--- src/rtl/creg_irq_aggregator.sv ---
// creg_irq_aggregator: latches per-source irq edges as pending, masks them with EN, and
// priority-encodes them onto a single level irq_o. Software services sources over APB with a
// CLAIM read and a COMPLETE write. Per-source err pulses are latched sticky in ERR.
// Optional build macro: CREG_IRQ_LEVEL_EN adds a TRIG register at offset 6, which selects
// level-sensitive sources.
module creg_irq_aggregator #(
  parameter int unsigned NUM_SRC = 8
) (
  input  logic               clk_i,
  input  logic               rst_i,
  input  logic               psel_i,
  input  logic               penable_i,
  input  logic [31:0]        paddr_i,
  input  logic [31:0]        pwdata_i,
  input  logic               pwrite_i,
  output logic [31:0]        prdata_o,
  output logic               pready_o,
  output logic               psuberr_o,
  input  logic [NUM_SRC-1:0] src_irq_i,
  input  logic [NUM_SRC-1:0] src_err_i,
  output logic               irq_o
);

  localparam logic [3:0] OffPend     = 4'd0;
  localparam logic [3:0] OffEn       = 4'd1;
  localparam logic [3:0] OffClaim    = 4'd2;
  localparam logic [3:0] OffComplete = 4'd3;
  localparam logic [3:0] OffInsrv    = 4'd4;
  localparam logic [3:0] OffErr      = 4'd5;
  localparam logic [3:0] OffTrig     = 4'd6;

  logic [NUM_SRC-1:0] pend_q, pend_d;
  logic [NUM_SRC-1:0] en_q, en_d;
  logic [NUM_SRC-1:0] insrv_q, insrv_d;
  logic [NUM_SRC-1:0] err_q, err_d;
  logic [NUM_SRC-1:0] src_q, src_d;    // registered src_irq_i
  logic [NUM_SRC-1:0] hist_q, hist_d;  // previous registered value, for edge detect
  logic [31:0]        prdata_q, prdata_d;
  logic [NUM_SRC-1:0] trig;

  logic               wr_en, rd_en;
  logic [3:0]         offset;
  logic [NUM_SRC-1:0] elig, win_oh, claim_oh, cmp_oh, rise;
  logic [NUM_SRC-1:0] pend_w1c, err_w1c, pend_edge;
  logic [4:0]         win_id;
  logic [31:0]        rd_val;
  logic               unused_ok;

  assign pready_o  = 1'b1;
  assign psuberr_o = 1'b0;
  assign prdata_o  = prdata_q;
  assign unused_ok = ^{paddr_i[31:6], paddr_i[1:0], pwdata_i};

`ifdef CREG_IRQ_LEVEL_EN
  logic [NUM_SRC-1:0] trig_q, trig_d;

  // TRIG register: 1 selects level-sensitive behaviour for that source.
  always_ff @(posedge clk_i or posedge rst_i) begin
    if (rst_i) trig_q <= '0;
    else       trig_q <= trig_d;
  end

  // TRIG next state: plain RW at offset 6.
  always_comb begin
    trig_d = trig_q;
    if (wr_en && offset == OffTrig) trig_d = pwdata_i[NUM_SRC-1:0];
  end

  assign trig = trig_q;
`else
  assign trig = '0;
`endif

  // APB decode, eligibility and lowest-index priority encode.
  always_comb begin
    wr_en  = psel_i & penable_i & pwrite_i;
    rd_en  = psel_i & ~penable_i & ~pwrite_i;
    offset = paddr_i[5:2];
    elig   = pend_q & en_q & ~insrv_q;
    win_oh = '0;
    win_id = '0;
    // Walk downwards so the lowest set index is the last one written.
    for (int i = int'(NUM_SRC) - 1; i >= 0; i--) begin
      if (elig[i]) begin
        win_oh    = '0;
        win_oh[i] = 1'b1;
        win_id    = 5'(i);
      end
    end
    claim_oh = (rd_en && offset == OffClaim) ? win_oh : '0;
  end

  assign irq_o = |elig;

  // Next state for pending, enable, in-service and error state; set always wins over clear.
  always_comb begin
    src_d     = src_irq_i;
    hist_d    = src_q;
    rise      = src_q & ~hist_q;
    pend_w1c  = (wr_en && offset == OffPend) ? pwdata_i[NUM_SRC-1:0] : '0;
    err_w1c   = (wr_en && offset == OffErr) ? pwdata_i[NUM_SRC-1:0] : '0;
    pend_edge = (pend_q & ~pend_w1c & ~claim_oh) | rise;
    // Level sources simply mirror the registered input; W1C and CLAIM cannot clear them.
    pend_d    = (pend_edge & ~trig) | (src_q & trig);
    en_d      = en_q;
    if (wr_en && offset == OffEn) en_d = pwdata_i[NUM_SRC-1:0];
    // Ids outside the source range match no bit and are dropped.
    cmp_oh = '0;
    if (wr_en && offset == OffComplete) begin
      for (int i = 0; i < int'(NUM_SRC); i++) begin
        if (pwdata_i[4:0] == 5'(i)) cmp_oh[i] = 1'b1;
      end
    end
    insrv_d = (insrv_q & ~cmp_oh) | claim_oh;
    err_d   = (err_q & ~err_w1c) | src_err_i;
  end

  // Read mux; data is only presented for the cycle after a setup-phase read.
  always_comb begin
    rd_val = '0;
    case (offset)
      OffPend:  rd_val = 32'(pend_q);
      OffEn:    rd_val = 32'(en_q);
      OffClaim: rd_val = (|elig) ? {1'b1, 26'b0, win_id} : 32'h0;
      OffInsrv: rd_val = 32'(insrv_q);
      OffErr:   rd_val = 32'(err_q);
`ifdef CREG_IRQ_LEVEL_EN
      OffTrig:  rd_val = 32'(trig);
`endif
      default:  rd_val = '0;
    endcase
    prdata_d = rd_en ? rd_val : 32'h0;
  end

  // State registers, all cleared asynchronously.
  always_ff @(posedge clk_i or posedge rst_i) begin
    if (rst_i) begin
      pend_q   <= '0;
      en_q     <= '0;
      insrv_q  <= '0;
      err_q    <= '0;
      src_q    <= '0;
      hist_q   <= '0;
      prdata_q <= '0;
    end else begin
      pend_q   <= pend_d;
      en_q     <= en_d;
      insrv_q  <= insrv_d;
      err_q    <= err_d;
      src_q    <= src_d;
      hist_q   <= hist_d;
      prdata_q <= prdata_d;
    end
  end

endmodule
--- config.mk ---
export PLATFORM = sky130hd
export DESIGN_NAME = creg_irq_aggregator
export DESIGN_NICKNAME = d
export VERILOG_FILES = /design/src/rtl/creg_irq_aggregator.sv
export SDC_FILE = /design/constraint.sdc
export NUM_CORES = 1
export LEC_CHECK = 0
export ABC_AREA = 0
export CAP_MARGIN = 30
export CORE_ASPECT_RATIO = 2
export CORE_MARGIN = 2
export CORE_UTILIZATION = 42
export CTS_CLUSTER_DIAMETER = 150
export DETAILED_ROUTE_END_ITERATION = 16
export HOLD_SLACK_MARGIN = 0.12
export PLACE_DENSITY = 0.81
export SYNTH_ARGS = -nofsm -noshare
export SYNTH_HDL_FRONTEND = slang
export SYNTH_SLANG_ARGS = --single-unit
--- constraint.sdc ---
create_clock -name clk_i -period 2.2 [get_ports clk_i]
set_clock_uncertainty 0.15 [all_clocks]
set_input_delay 0.33 -clock clk_i [delete_from_list [all_inputs] [get_ports clk_i]]
set_output_delay 0.33 -clock clk_i [all_outputs]
set_load 0.01 [all_outputs]
==> results_dict.tcl <==
set metrics [dict create \
    clock-root-buffer "clkbuf_16" \
    gp_congestion 0.9538 \
    ys_types 42 \
    wire_per_inst_um 16.35 \
    postCtsHoldBufs 0 \
    cts_tree "done" \
    setup_viol 0 \
    place_hpwl_um 5081 \
    chipHeight_um 118.2 \
    htreeDepth 3 \
    netlist_top_cells_area "dfrtp_1 (52%), buf_4 (6.9%), mux2_2 (5.3%), nand2_1 (4.4%), a21o_1 (2.2%)" \
    via_per_inst 5.222 \
    path_max_fanout 4 \
    clk_latency_ns 0.32 \
    clk_pin_slew_ns 0.05 \
    grt_overflow_total 0 \
    synthMuxAreaShare_pct 7.362 \
    rows 41 \
    yosys.area_share.simple_pct 18.70 \
    path_cells "nand3b_1 > nand4_1 > buf_4 > nor2_2 > inv_1 > dlygate4sd2_1" \
    firstDrtPassIters 4 \
    wirelength_um 7062 \
    crit_path_start_kind "register" \
    synth_top_family_by_area "simple AND/OR/NAND/NOR gates" \
    r2r_end "prdata_o[2]" \
    pwr_density_cell_nw_per_um2 779.2 \
    die_width_um 61.08 \
    synth_edf_count 0 \
    r2r_slack_ns 0.12 \
    synth.top_cell.area_share_pct 52.13 \
    timing.fmax_mhz 478.8 \
    vias 2256 \
    ys_ff_latch 57 \
    first_iter_violations 133 \
    critPathKind "reg2out" \
    port_buffers 42 \
    worstReg2RegStart "pend_q[4]" \
    grt_pass1_wl_um 10940 \
    min_period_over_period_pct 94.94 \
    yosys.cell_count.top_type "dfrtp_1" \
    grt_use_total_pct 21.28 \
    drc 0 \
    ys_seq_area_share_pct 52.13 \
    finalMaxSlewViolations 0 \
    synthTopCellsByCount "dfrtp_1 (57), nand2_1 (32), buf_4 (25), mux2_2 (13)" \
    maxCapViolCount 0 \
    power_mw 2.959 \
    yosys.area_share.adder_pct 0 \
    fin_crit_ns 2.089 \
    syn_area_um2 2736 \
    cts_buffer_depth 2 \
    synth_top_area_cell "dfrtp_1" \
    cts.sinks 57 \
    drive_gt1_share_pct 23.99 \
    synth-compound-area-share_pct 11.93 \
    syn_avg_cell_area_um2 10.90 \
    peakVddDrop_uv 540.5 \
    io_pins 120 \
    cp_slowest_cell "dfrtp_1" \
    status "completed" \
    ys.warnings.count 0 \
    p_leak_nw 1.660 \
    slowest_delay_ns 0.40 \
    timing.setup.tns_ns 0 \
    arrival_ns 1.61 \
    end_kind "output port" \
    diodes 0 \
    ant_nets 0 \
    ys.flop_type "dfrtp_1" \
    r2r.worst_path.cells 11 \
    antenna_found_initial 0 \
    core_region_area_um2 6310 \
    grt_pass1_vias 2235 \
    async_flop_share_pct 100.0 \
    dieArea_um2 7216 \
    nets 427 \
    hold_path_class "in2async" \
    start_util_pct 43.37 \
    syn2layout_area_growth_pct 38.77 \
    cts_made_buffers 9 \
    syn_inst 251 \
    grt_start_max_net_pins 58 \
    final_hold_viol_count 0 \
    worstPathRequired_ns 1.72 \
    synth_xor_area_share_pct 0 \
]
-- critical path: cells and delay by family (launching register included) --
family | cells | cell delay (ns)
simple gates | 3 | 0.41
buf+inv | 3 | 0.47
flops | 1 | 0.40
-- power by group --
part	switching [mW]	total, mW	internal (mW)	leakage, nW
Combinational	0.224	0.487	0.263	0.840
Clock	0.432	1.36	0.924	0.148
Sequential	0.0264	1.12	1.09	0.671
Total	0.682	2.96	2.28	1.66
-- stage by stage --
| stage | hold WS (ns) | area, µm² | util (%) | worst slack (ns) | cells |
|---|---|---|---|---|---|
| 2_1_floorplan | 0.2037 | 2823 | - | 0.3204 | 274 |
| 3_3_place_gp | 0.2116 | 3349 | 53.08 | -0.1738 | 397 |
| 3_5_place_dp | 0.2189 | 3349 | 53.08 | -0.1918 | 397 |
| 4_1_cts | 0.2301 | 3742 | 59.31 | 0.03828 | 425 |
| 5_1_grt | 0.2393 | 3797 | 60.18 | -0.006512 | 432 |
| 6_report | 0.2123 | 3797 | 60.18 | 0.1114 | 432 |
-- flip-flops by register name, summed over array words and instances (netlist names) --
register / count
hist_d: 8
prdata_o: 9
insrv_q: 8
hist_q: 8
err_q: 8
en_q: 8
pend_q: 8
-- repair_timing --
| item | CTS | global route |
|---|---|---|
| buffers inserted | 13 | 8 |
| resized for setup | 1 | 1 |
| pin swaps | 2 | 5 |
| setup endpoints to repair | 1 | 1 |
-- per-layer routing --
| layer | share of wire [%] | GRT usage [%] | routed length [µm] | vias to the layer above |
|---|---|---|---|---|
| met2 | 53 | 33.44 | 3732 | 104 |
| met1 | 35 | 23.07 | 2472 | 1084 |
| li1 | - | - | - | 1040 |
| met5 | 0 | 0 | 0 | - |
| met3 | 6.4 | 6.455 | 450 | 28 |
| met4 | 5.8 | 14.95 | 408 | 0 |
-- placed cells by master (no fill, tap or decap), types with 3 or more instances in the layout --
cell type / count
a22oi_1: 6
mux2_2: 13
nor2_1: 4
nand3b_1: 8
a21o_1: 8
clkbuf_16: 9
clkdlybuf4s50_1: 41
nand2b_1: 3
a21oi_1: 6
a32o_1: 5
nand2_1: 32
and2_1: 3
buf_4: 44
nand4_1: 6
o31ai_1: 3
inv_1: 10
and3b_1: 3
dfrtp_1: 57
conb_1: 25
o21ai_0: 11
nand3_1: 8
o211ai_1: 3
-- area by class of cell --
class                   instances  area [µm²]
inverters                      11       41.29
fillers                       557        2512
well taps                      86       107.6
flip-flops and latches         57        1426
multi-input cells             175        1136
clock buffers                  12       256.5
repair buffers                 88       789.5
clock inverters                 3       40.04
-- worst max path at each step --
stage / startpoint / end / cells after the start
6_report: pend_q[4] / irq_o / 6
5_1_grt: en_q[5] / irq_o / 6
4_1_cts: en_q[5] / prdata_o[2] / 12
3_5_place_dp: paddr_i[5] / pend_q[5] / 5
3_3_place_gp: paddr_i[5] / pend_q[5] / 5
2_1_floorplan: rst_i / en_q[0] / 1
-- logic make-up after synthesis --
group                  count (synthesis)
AOI/OAI and AO/OA                     48
buffers and inverters                 42
and+or+nand+nor                       86
other                                  2
muxes                                 16
DFF                                   57
(Power assumes the default switching activity.)
